[config.mk]
export PLATFORM = sky130hd
export DESIGN_NAME = keypad_encoder
export DESIGN_NICKNAME = d
export VERILOG_FILES = /design/src/rtl/keypad_pkg.sv /design/src/rtl/keypad_encoder_row_sync.sv /design/src/rtl/keypad_encoder.sv
export SDC_FILE = /design/constraint.sdc
export NUM_CORES = 1
export LEC_CHECK = 0
export ABC_AREA = 1
export CORE_ASPECT_RATIO = 1.2
export CORE_MARGIN = 5
export CORE_UTILIZATION = 65
export CTS_BUF_LIST = sky130_fd_sc_hd__clkbuf_8
export DETAILED_ROUTE_END_ITERATION = 10
export DONT_BUFFER_PORTS = 1
export HOLD_SLACK_MARGIN = 0.12
export PLACE_DENSITY = 0.92
export SLEW_MARGIN = 20
export SYNTH_ARGS = -nofsm -noshare
export SYNTH_HDL_FRONTEND = slang
export SYNTH_SLANG_ARGS = --single-unit
[constraint.sdc]
create_clock -name clk -period 12.05 [get_ports clk]
set_clock_uncertainty 0.15 [all_clocks]
set_input_delay 0.6025 -clock clk [delete_from_list [all_inputs] [get_ports clk]]
set_output_delay 0.6025 -clock clk [all_outputs]
set_load 0.01 [all_outputs]
[src/rtl/keypad_pkg.sv]
// Shared types, key map and scan classification for the 4x4 keypad encoder.
package keypad_pkg;

    localparam int KEY_ROWS = 4;
    localparam int KEY_COLS = 4;

    // Debounce/hold tracking states; advanced only at end of a full scan.
    typedef enum logic [1:0] {
        IDLE,
        DEBOUNCE,
        HELD,
        RELEASE
    } state_t;

    // Outcome of one complete scan of all 16 keys.
    typedef enum logic [1:0] {
        SCAN_NONE,
        SCAN_SINGLE,
        SCAN_MULTI
    } scan_kind_t;

    typedef struct packed {
        scan_kind_t kind;
        logic [3:0] key;
    } scan_result_t;

    // One key-map entry: digit keys carry 0-9, function keys a 3-bit code.
    typedef struct packed {
        logic       is_digit;
        logic [3:0] value;
    } key_entry_t;

    localparam logic [2:0] FUNC_A    = 3'd0;
    localparam logic [2:0] FUNC_B    = 3'd1;
    localparam logic [2:0] FUNC_C    = 3'd2;
    localparam logic [2:0] FUNC_D    = 3'd3;
    localparam logic [2:0] FUNC_STAR = 3'd4;
    localparam logic [2:0] FUNC_HASH = 3'd5;

    // Indexed by row*4 + column. Layout: 1 2 3 A / 4 5 6 B / 7 8 9 C / * 0 # D.
    localparam key_entry_t KEY_MAP [16] = '{
        '{1'b1, 4'd1}, '{1'b1, 4'd2}, '{1'b1, 4'd3}, '{1'b0, {1'b0, FUNC_A}},
        '{1'b1, 4'd4}, '{1'b1, 4'd5}, '{1'b1, 4'd6}, '{1'b0, {1'b0, FUNC_B}},
        '{1'b1, 4'd7}, '{1'b1, 4'd8}, '{1'b1, 4'd9}, '{1'b0, {1'b0, FUNC_C}},
        '{1'b0, {1'b0, FUNC_STAR}}, '{1'b1, 4'd0},
        '{1'b0, {1'b0, FUNC_HASH}}, '{1'b0, {1'b0, FUNC_D}}
    };

    // Reduce a 16-bit closure vector to NONE, SINGLE(key) or MULTI.
    function automatic scan_result_t classify_scan(input logic [15:0] closed);
        scan_result_t res;
        int           ones;
        logic [3:0]   key;
        ones = 0;
        key  = 4'd0;
        for (int i = 0; i < 16; i++) begin
            if (closed[i]) begin
                ones = ones + 1;
                key  = 4'(i);
            end
        end
        res.key = key;
        if (ones == 0) begin
            res.kind = SCAN_NONE;
        end else if (ones == 1) begin
            res.kind = SCAN_SINGLE;
        end else begin
            res.kind = SCAN_MULTI;
        end
        return res;
    endfunction

endpackage

[src/rtl/keypad_encoder_row_sync.sv]
// Two-flop synchronizer bringing the asynchronous row pads into the clk domain.
module row_sync
    import keypad_pkg::*;
(
    input  logic                clk,
    input  logic                rst,
    input  logic [KEY_ROWS-1:0] d,
    output logic [KEY_ROWS-1:0] q
);

    logic [KEY_ROWS-1:0] meta;

    // First flop may go metastable; second flop gives it a full cycle to settle.
    always_ff @(posedge clk or posedge rst) begin
        if (rst) begin
            meta <= '0;
            q    <= '0;
        end else begin
            // NOTE: non-blocking so q takes the old meta, forming a true two-stage chain.
            meta <= d;
            q    <= meta;
        end
    end

endmodule

[src/rtl/keypad_encoder.sv]
// 4x4 keypad scanner with per-scan debounce, emitting one strobe per accepted press.
module keypad_encoder
    import keypad_pkg::*;
#(
    parameter int SCAN_CYCLES    = 4,
    parameter int DEBOUNCE_SCANS = 3
) (
    input  logic       clk,
    input  logic       rst,
    input  logic [3:0] row,
    output logic [3:0] col,
    output logic [3:0] digit,
    output logic       store_digit,
    output logic [2:0] func,
    output logic       func_strobe
);

    localparam logic [7:0] CYC_LAST = 8'(SCAN_CYCLES - 1);
    localparam logic [3:0] DEB_LAST = 4'(DEBOUNCE_SCANS);

    logic [3:0]   row_s;
    logic [7:0]   cyc_cnt;
    logic [1:0]   col_idx;
    logic [15:0]  scan_acc;
    logic [15:0]  col_bits;
    logic [15:0]  scan_full;
    logic         window_end;
    logic         scan_end;
    scan_result_t res;
    key_entry_t   emit_entry;

    state_t       state;
    state_t       state_nxt;
    logic [3:0]   count;
    logic [3:0]   count_nxt;
    logic [3:0]   cand;
    logic [3:0]   cand_nxt;
    logic         emit;

    row_sync u_row_sync (
        .clk (clk),
        .rst (rst),
        .d   (row),
        .q   (row_s)
    );

    assign col        = 4'b0001 << col_idx;
    assign window_end = (cyc_cnt == CYC_LAST);
    assign scan_end   = window_end && (col_idx == 2'd3);
    assign scan_full  = scan_acc | col_bits;
    assign res        = classify_scan(scan_full);
    assign emit_entry = KEY_MAP[res.key];

    // Place the synchronized rows of the current column at their key indices.
    always_comb begin
        // NOTE: default every comb output before the loop so no path leaves it unassigned (no latch).
        col_bits = '0;
        for (int r = 0; r < KEY_ROWS; r++) begin
            col_bits[{2'(r), col_idx}] = row_s[r];
        end
    end

    // Column window timing and accumulation of closures over one full scan.
    always_ff @(posedge clk or posedge rst) begin
        if (rst) begin
            cyc_cnt  <= '0;
            col_idx  <= '0;
            scan_acc <= '0;
        end else if (window_end) begin
            cyc_cnt  <= '0;
            col_idx  <= col_idx + 2'd1;
            scan_acc <= scan_end ? '0 : scan_full;
        end else begin
            cyc_cnt  <= cyc_cnt + 8'd1;
        end
    end

    // Debounce state register.
    always_ff @(posedge clk or posedge rst) begin
        if (rst) begin
            state <= IDLE;
            count <= '0;
            cand  <= '0;
        end else begin
            state <= state_nxt;
            count <= count_nxt;
            cand  <= cand_nxt;
        end
    end

    // Next-state logic; a candidate change always falls back to IDLE first.
    always_comb begin
        state_nxt = state;
        count_nxt = count;
        cand_nxt  = cand;
        emit      = 1'b0;
        if (scan_end) begin
            case (state)
                IDLE: begin
                    if (res.kind == SCAN_SINGLE) begin
                        cand_nxt = res.key;
                        if (DEB_LAST == 4'd1) begin
                            emit      = 1'b1;
                            state_nxt = HELD;
                            count_nxt = '0;
                        end else begin
                            state_nxt = DEBOUNCE;
                            count_nxt = 4'd1;
                        end
                    end
                end
                DEBOUNCE: begin
                    if (res.kind == SCAN_SINGLE && res.key == cand) begin
                        if (count + 4'd1 == DEB_LAST) begin
                            emit      = 1'b1;
                            state_nxt = HELD;
                            count_nxt = '0;
                        end else begin
                            count_nxt = count + 4'd1;
                        end
                    end else begin
                        state_nxt = IDLE;
                        count_nxt = '0;
                    end
                end
                HELD: begin
                    if (res.kind == SCAN_NONE) begin
                        if (DEB_LAST == 4'd1) begin
                            state_nxt = IDLE;
                            count_nxt = '0;
                        end else begin
                            state_nxt = RELEASE;
                            count_nxt = 4'd1;
                        end
                    end
                end
                RELEASE: begin
                    if (res.kind == SCAN_NONE) begin
                        if (count + 4'd1 == DEB_LAST) begin
                            state_nxt = IDLE;
                            count_nxt = '0;
                        end else begin
                            count_nxt = count + 4'd1;
                        end
                    end else begin
                        state_nxt = HELD;
                        count_nxt = '0;
                    end
                end
                default: begin
                    state_nxt = IDLE;
                    count_nxt = '0;
                end
            endcase
        end
    end

    // Registered event outputs: values hold, strobes pulse for one clock.
    always_ff @(posedge clk or posedge rst) begin
        if (rst) begin
            digit       <= '0;
            func        <= '0;
            store_digit <= 1'b0;
            func_strobe <= 1'b0;
        end else begin
            store_digit <= 1'b0;
            func_strobe <= 1'b0;
            if (emit) begin
                if (emit_entry.is_digit) begin
                    digit       <= emit_entry.value;
                    store_digit <= 1'b1;
                end else begin
                    func        <= emit_entry.value[2:0];
                    func_strobe <= 1'b1;
                end
            end
        end
    end

endmodule

* After elaboration in Yosys (flattened, before gate mapping)
Memories as Yosys holds them, arrays and structs flattened.
Cells that the tools add are included.
** Word-level totals
- Bits in read-only memories :: 80
- Register bits :: 53
- Output and inout port bits :: 13
- Input bits :: 6
- Word-level logic and storage cells :: 141
- Memories :: 1
** Memories
- (name not given) :: words 16, width 5, read ports 1, clocked after memory_dff 0, write ports 0, line keypad_encoder.sv:52 : assign emit_entry = KEY_MAP[res.key];
** Cells by class
- Bitwise operators :: 4
- Muxes and demuxes :: 69
- Reduce and logical (&&, ||, !) cells :: 14
- Add/sub/neg operators :: 18
- $lt $le $gt $ge :: 9
- Shift operators :: 1
- Equality and inequality tests :: 13
** Operators with widths (number)
- 32-bit by 2-bit adder with 32-bit output, second input constant :: 15
- 32-bit 2-to-1 mux :: 15
- 4-bit 2-to-1 mux :: 19
- 16-bit bitwise mux :: 3
- 32-bit by 2-bit equality test with 1-bit output, second input constant :: 1
- 32-bit logical NOT :: 1
- 16-bit by 4-bit bitwise AND with 16-bit output :: 1
- 16-bit 2-to-1 mux :: 1
- 2-bit 2-to-1 mux :: 8
- 16-bit OR :: 1
- 4-bit one-hot mux with 4 select lines :: 1
- 1-bit 2-to-1 mux :: 14
- 4-bit by 5-bit less-than comparator with 1-bit output, second input constant :: 2
- 5-bit 2-to-1 mux :: 2
- 8-bit by 1-bit adder with 8-bit output, second input constant :: 1
- 1-bit demux with 2-bit select :: 4
- 8-bit by 2-bit equality test with 1-bit output, second input constant :: 1
- 4-bit by 1-bit >= comparator with 1-bit output, second input constant :: 2
- 8-bit 2-to-1 mux :: 1
- 2-bit one-hot mux with 4 select lines :: 1
- 2-bit equality test, second input constant :: 3
- 1-bit logical AND :: 6
- 3-bit != test, second input constant :: 2
- 3-bit AND reduction :: 2
- 17 further kinds :: 21

* Logic depth before layout (Yosys ltp)
- Depth after elaboration :: 49
- Depth in mapped cells :: 64
- Mapped depth without buffers :: 64

* Cells and area by module
Synthesis repeated with hierarchy kept, for this count alone.
** Second synthesis, totals
- Cells, all modules :: 729
- Area, all modules :: 4685.7 µm²
** Modules (own cells, without submodules)
- keypad_encoder :: instances 1, area each 4481.8 µm², cells an instance 720, sequential area each 1126.1 µm²
- row_sync :: instances 1, area each 203.9 µm², cells an instance 9, sequential area each 200.2 µm²

* Worst setup path after synthesis
Ideal clock, no wire load.
- Kind :: reg-to-reg
- Start point :: register col_idx[1]
- End point :: register state[0]
- Clock period less this slack :: 9286 ps
- Setup slack :: 2764 ps
- Setup time :: 117 ps
- Required time :: 11783 ps
- Path buffers :: 0
- Data arrival time :: 9019 ps
- Cell stages (with the launch flop) :: 64
- Cells stage by stage :: dfrtp_1 -> inv_1 -> ha_1 -> nand2_1 -> nand2_1 -> inv_1 -> ha_1 -> inv_1 -> nand2_2 -> nand2_1 -> ha_1 -> nand2_1 -> nand2_1 -> ha_1 -> or2_0 -> and2_1 -> ha_1 -> nand2_1 -> (+28 left out) -> nand2_1 -> o21ai_1 -> ha_1 -> nand2_1 -> nor2_1 -> nand3_1 -> inv_1 -> nand2_1 -> nor2_2 -> nand2_1 -> nand2_2 -> nand3_1 -> nand2_2 -> inv_2 -> nor2_4 -> nand3_2 -> nand2_1 -> nand2_1
** On the way
- Cells in the longest elaborated chain, start to end :: 47
- Elaborated cells on any way between the ends :: 89
- Those cells by class :: add/sub: 15; order compare: 8; eq/ne: 8; mux: 47; bitwise: 2; reduce/logical: 9
** RTL lines
- start, declared :: line keypad_encoder.sv:23 : logic [1:0] col_idx;
- start signal, assigned :: line keypad_encoder.sv:71 : col_idx <= col_idx + 2'd1;
- 2-bit by 5-bit less-than comparator with 1-bit output (not written as such) / 2-bit by 1-bit >= comparator with 1-bit output (equally long branches) :: line keypad_encoder.sv:59 : col_bits[{2'(r), col_idx}] = row_s[r];
- 1-bit logical AND (not written as such) :: line keypad_encoder.sv:59
- 1-bit 2-to-1 mux (not written as such) :: line keypad_encoder.sv:59
- 1-bit demux with 2-bit select :: line keypad_encoder.sv:59
- 16-bit by 4-bit bitwise AND with 16-bit output (no source line)
- 16-bit bitwise mux (3 in series) :: line keypad_encoder.sv:59
- 16-bit OR :: line keypad_encoder.sv:50 : assign scan_full = scan_acc | col_bits;
- 1-bit 2-to-1 mux :: line keypad_pkg.sv:57 : if (closed[i]) begin
- (+29 left out)
- 32-bit 2-to-1 mux :: line keypad_pkg.sv:57
- 32-bit by 2-bit equality test with 1-bit output :: line keypad_pkg.sv:65 : end else if (ones == 1) begin
- 2-bit 2-to-1 mux :: line keypad_pkg.sv:65
- 2-bit 2-to-1 mux :: line keypad_pkg.sv:63 : if (ones == 0) begin
- 2-bit by 1-bit equality test with 1-bit output :: line keypad_encoder.sv:100, keypad_encoder.sv:113
- 1-bit logical AND :: line keypad_encoder.sv:113 : if (res.kind == SCAN_SINGLE && res.key == cand) begin
- 3-bit != test (no source line) / 2-bit 2-to-1 mux (equally long branches)
- 5-bit AND reduction (no source line) / 2-bit one-hot mux with 4 select lines (equally long branches)
- end signal, assigned :: line keypad_encoder.sv:85 : state <= state_nxt;
- end, declared :: line keypad_encoder.sv:32 : state_t state;
Parallel ways exist; a longest one is shown, timed or not.
A chain may end at the register's enable or synchronous reset.

* Final worst setup path
- Start point :: register col_idx[1]
- End point :: register digit[3]
** On the way
- Cells in the longest elaborated chain, start to end :: 49
- Elaborated cells on any way between the ends :: 88
- Those cells by class :: add/sub: 15; order compare: 8; eq/ne: 4; mux: 49; bitwise: 3; reduce/logical: 8; memory: 1
** RTL lines
- 2-bit by 5-bit less-than comparator with 1-bit output (not written as such) / 2-bit by 1-bit >= comparator with 1-bit output (equally long branches) :: line keypad_encoder.sv:59
- 1-bit logical AND (not written as such) :: line keypad_encoder.sv:59
- 1-bit 2-to-1 mux (not written as such) :: line keypad_encoder.sv:59
- 1-bit demux with 2-bit select :: line keypad_encoder.sv:59
- 16-bit by 4-bit bitwise AND with 16-bit output (no source line)
- 16-bit bitwise mux (3 in series) :: line keypad_encoder.sv:59
- 16-bit OR :: line keypad_encoder.sv:50
- 1-bit 2-to-1 mux :: line keypad_pkg.sv:57
- (+31 left out)
- 2-bit 2-to-1 mux :: line keypad_pkg.sv:65
- 2-bit 2-to-1 mux :: line keypad_pkg.sv:63
- 2-bit by 1-bit equality test with 1-bit output :: line keypad_encoder.sv:113
- 1-bit logical AND :: line keypad_encoder.sv:113
- 1-bit 2-to-1 mux :: line keypad_encoder.sv:113
- 1-bit 2-to-1 mux :: line keypad_encoder.sv:98 : case (state)
- 1-bit 2-to-1 mux :: line keypad_encoder.sv:97 : if (scan_end) begin
- 2-bit AND reduction (no source line)
- end signal, assigned :: line keypad_encoder.sv:170 : digit <= emit_entry.value;
- end, declared :: line keypad_encoder.sv:12 : output logic [3:0] digit,
Parallel ways exist; a longest one is shown, timed or not. The select of a mux whose other input is x is not followed.

==> metrics.log <==
[metrics] post-route non-filler standard cell count: roughly 810
[metrics] total wire length: roughly 10 mm
[metrics] Synth top cells by count: sky130_fd_sc_hd__nand2_1, sky130_fd_sc_hd__inv_1, sky130_fd_sc_hd__nand3_1, sky130_fd_sc_hd__nor2_1, sky130_fd_sc_hd__dfrtp_1
[metrics] critical path launch point type: register
[metrics] share of the synthesized area in the top cell type: approximately 28%
[metrics] CTS tree: yes
[metrics] most common flop cell mapped by yosys: sky130_fd_sc_hd__dfrtp_1
[metrics] FF+latch area: around 1300 µm²
[metrics] Yosys cell types: 37
[metrics] via count of the first global-routing pass: about 4,500
[metrics] DRT iter0 DRCs: roughly 230
[metrics] synthesized area divided by synthesized cell count: between 6 and 7 µm²
[metrics] post-detailed-route count of antenna-violating nets: 0
[metrics] vias per cell: ~5.6
[metrics] layout cell share with drive strength beyond 1: 16.08%
[metrics] dominant combinational cell family by area after synthesis: simple AND/OR/NAND/NOR gates
[metrics] maximum VDD drop: 0.0001127 V
[metrics] flip-flop and latch count after synthesis: 53
[metrics] startpoint-to-endpoint class of the critical path: register to register
[metrics] post-route cell area: slightly below 5000 µm²
[metrics] port bufs: 0
[metrics] multiplexer fraction of the synthesized cell area: less than 1%
[metrics] placed wire-length estimate after detailed placement: roughly 8 mm
[metrics] cell leakage power: between 2 and 3 nW
[metrics] number of antenna diodes: 0
[metrics] first-pass iteration count of the detailed router: 5
[metrics] CTS clk-pin slew, worst paths: 90 ps
[metrics] xor and xnor area share after synthesis: ~1.7%
[metrics] Area after DPL: between 4000 and 5000 µm²
[metrics] filler instances: ~550
[metrics] Synth Area in Compound Gates: 7.997%
[metrics] final core utilization: between 60% and 70%
[metrics] Crit. End Element: register
[metrics] maximum buffer depth of the clock tree: 2
[metrics] number of warnings reported in the yosys synthesis log: 0
[metrics] top post-synthesis cells by area: sky130_fd_sc_hd__dfrtp_1, sky130_fd_sc_hd__nand2_1, sky130_fd_sc_hd__nand3_1
[metrics] number of primary I/O pins: 19
[metrics] number of buffers created by CTS: 5
[metrics] width of the die: roughly 88 µm
[metrics] RR Endpoint: digit[3]
[metrics] synthesized-area fraction occupied by adder cells: approximately 6.6%
[metrics] path depth of the worst reg2reg path: 63
[metrics] area of the die: roughly 9000 µm²
[metrics] residual DRC count: 0
[metrics] Post-synth ARST share: 100.0%
[metrics] ratio of total power to cell area: 74.59 nW/µm²
[metrics] Worst Hold Class: primary input to asynchronous set/reset pin
[metrics] Max FO, Critical Path: 9
[metrics] total via count in the routed design: around 4,500
[metrics] result of the run: finished, final reports clean
[metrics] CTS Sinks: 53
[metrics] critical path's largest stage delay: about 430 ps
[metrics] Resized cells post-CTS: 0
[metrics] share of the clock period used by the worst path after layout: 86.65%
[metrics] Initial Util: between 60% and 70%
[metrics] final net count: 746
[metrics] Max-Cap Viols: 0
[metrics] Syn Inst Count: approximately 710
[metrics] area growth from synthesis to layout: 4.384%
[metrics] global router's overall resource usage: around 25%
[metrics] number of hold buffers added after CTS: 0
[metrics] Clock H-tree levels: 2
[metrics] footprint of the multi-input gates: ~3000 µm²
[metrics] slowest library cell on the worst path: sky130_fd_sc_hd__ha_1
[metrics] # setup viols final: 0
[metrics] Max-Slew Margin vs Limit: a little over two fifths
[metrics] Setup Buffers After CTS: 0
[metrics] area of the core region: a little over 7000 µm²
[metrics] post-DR wirelength/cell: about 12 µm
[metrics] peak clock frequency supported by timing: approximately 96 MHz
[metrics] r2r startpoint: col_idx[1]
[metrics] clock tree root driver cell: sky130_fd_sc_hd__clkbuf_8
[metrics] Pins Over Slew Limit: 0
[metrics] Syn Nets: between 700 and 800
[metrics] total count of hold-check failures in the final report: 0
[metrics] global route overflow: 0
[metrics] maximum number of pins on one net before global-route repair: 54
[metrics] Tmin final: between 10,000 and 15,000 ps
[metrics] data required time at the worst endpoint: between 10,000 and 15,000 ps
[metrics] clock insertion delay at the later pin of the skew report: roughly 310 ps
[metrics] basic-gate share of the synthesized area counting and, or, nand and nor cells: between 40% and 50%
[metrics] cell type with the largest total area after synthesis: sky130_fd_sc_hd__dfrtp_1
[metrics] cell area after synthesis: approximately 4700 µm²
[metrics] slew of the pin with the lowest slew margin: roughly 860 ps
[metrics] worst endpoint data arrival time: 10,470 ps
[metrics] number of antenna violations at the first check in global routing: 0
[metrics] post-placement cell count: about 800
[metrics] Placer Congestion: about 0.84
[metrics] Site Rows: 34
[metrics] number of flops mapped to enable cells by yosys: 0
[metrics] sequential cell area fraction in the yosys report: approximately 28%
[metrics] register-to-register path setup slack: ~1600 ps
[metrics] die span in y: about 100 µm
[metrics] first-pass GRT wire length: 18.33 mm
[metrics] setup repair after global routing missed its margin: false
[metrics] cell repeated most along the worst path: sky130_fd_sc_hd__nand2_1
[metrics] setup TNS after final layout: 0 ps
[metrics] most common cell in the synthesized netlist: sky130_fd_sc_hd__nand2_1
## through the flow
step / hold slack [ps] / setup slack, ps / total power (W)
after floorplan: 181.2 / 2764 / 0.0002577
after global placement: 183.4 / 2317 / 0.0002675
after detailed placement: 187.0 / 1708 / 0.0002731
after CTS: 165.7 / 1654 / 0.0003678
after global routing: 149.1 / 631.6 / 0.0003893
final: 167.2 / 1609 / 0.0003667
## critical path: cells and delay by family, from the launching register on
kind	cells	cell delay, ps
buf+inv	10	790
fa+ha+maj	15	4360
flops	1	410
compound gates	5	870
simple gates	33	3710
## area by class of cell
type	count	share of cell area, %
multi-input cells	543	60.22
flip-flops and latches	53	26.98
inverters	110	8.526
well taps	90	2.291
clock buffers	5	1.400
repair buffers	2	0.3054
clock inverters	2	0.2800
## registers in the layout, summed over array words and instances (netlist names), 2 cells and up
register         flops
cand                 4
col_idx              2
count                4
cyc_cnt              8
digit                4
func                 3
scan_acc            16
state                2
u_row_sync.meta      4
u_row_sync.q         4
## layout by cell type (no fill, tap or decap), types with 2 or more instances in the layout
cell and count:
sky130_fd_sc_hd__xnor2_1 3, sky130_fd_sc_hd__a21oi_1 21, sky130_fd_sc_hd__xor2_1 6, sky130_fd_sc_hd__buf_4 2, sky130_fd_sc_hd__a31oi_1 9, sky130_fd_sc_hd__nand2_1 171, sky130_fd_sc_hd__dfrtp_1 53, sky130_fd_sc_hd__or2_2 5
sky130_fd_sc_hd__o21ai_0 17, sky130_fd_sc_hd__clkinv_2 2, sky130_fd_sc_hd__nand3b_1 4, sky130_fd_sc_hd__nand3_4 3, sky130_fd_sc_hd__o21ai_1 16, sky130_fd_sc_hd__nor2_1 78, sky130_fd_sc_hd__nand3_2 16, sky130_fd_sc_hd__nor3_1 4
sky130_fd_sc_hd__nand3_1 78, sky130_fd_sc_hd__o211ai_1 3, sky130_fd_sc_hd__nand2_4 5, sky130_fd_sc_hd__ha_1 25, sky130_fd_sc_hd__inv_1 95, sky130_fd_sc_hd__nor2_4 2, sky130_fd_sc_hd__clkbuf_8 5, sky130_fd_sc_hd__nand4_1 11
sky130_fd_sc_hd__and2_1 2, sky130_fd_sc_hd__nor2_2 5, sky130_fd_sc_hd__nand2_2 50, sky130_fd_sc_hd__inv_2 12
## power by group
group / switching [W] / internal, W / leakage [nW]
clock network: 0.0000560 / 0.0000402 / 0.0444
logic: 0.0000492 / 0.0000255 / 1.94
registers: 0.00000961 / 0.000186 / 0.714
## worst max path at each step
stage	from	to	slack, ps	cells after the start
finish	col_idx[1]	digit[3]	1610	63
global route	col_idx[1]	digit[3]	630	63
CTS	col_idx[1]	digit[3]	1650	63
detailed placement	col_idx[1]	digit[3]	1710	63
global placement	col_idx[1]	digit[2]	2320	63
floorplan	col_idx[1]	state[0]	2760	63
## logic make-up (layout without fill, tap and decap cells)
family          Yosys count  count (layout)
flops                    53              53
mux                       1               1
compound gates           69              69
buf+inv                 113             119
simple gates            439             439
fa+ha+maj                25              25
xor+xnor                  9               9
## metal layers
metal	global-route usage, %	wire length, µm
met5	0	0
met1	27.35	4110
met3	3.011	316
met2	46.40	5361
met4	10.39	212
(Power assumes the default switching activity.)
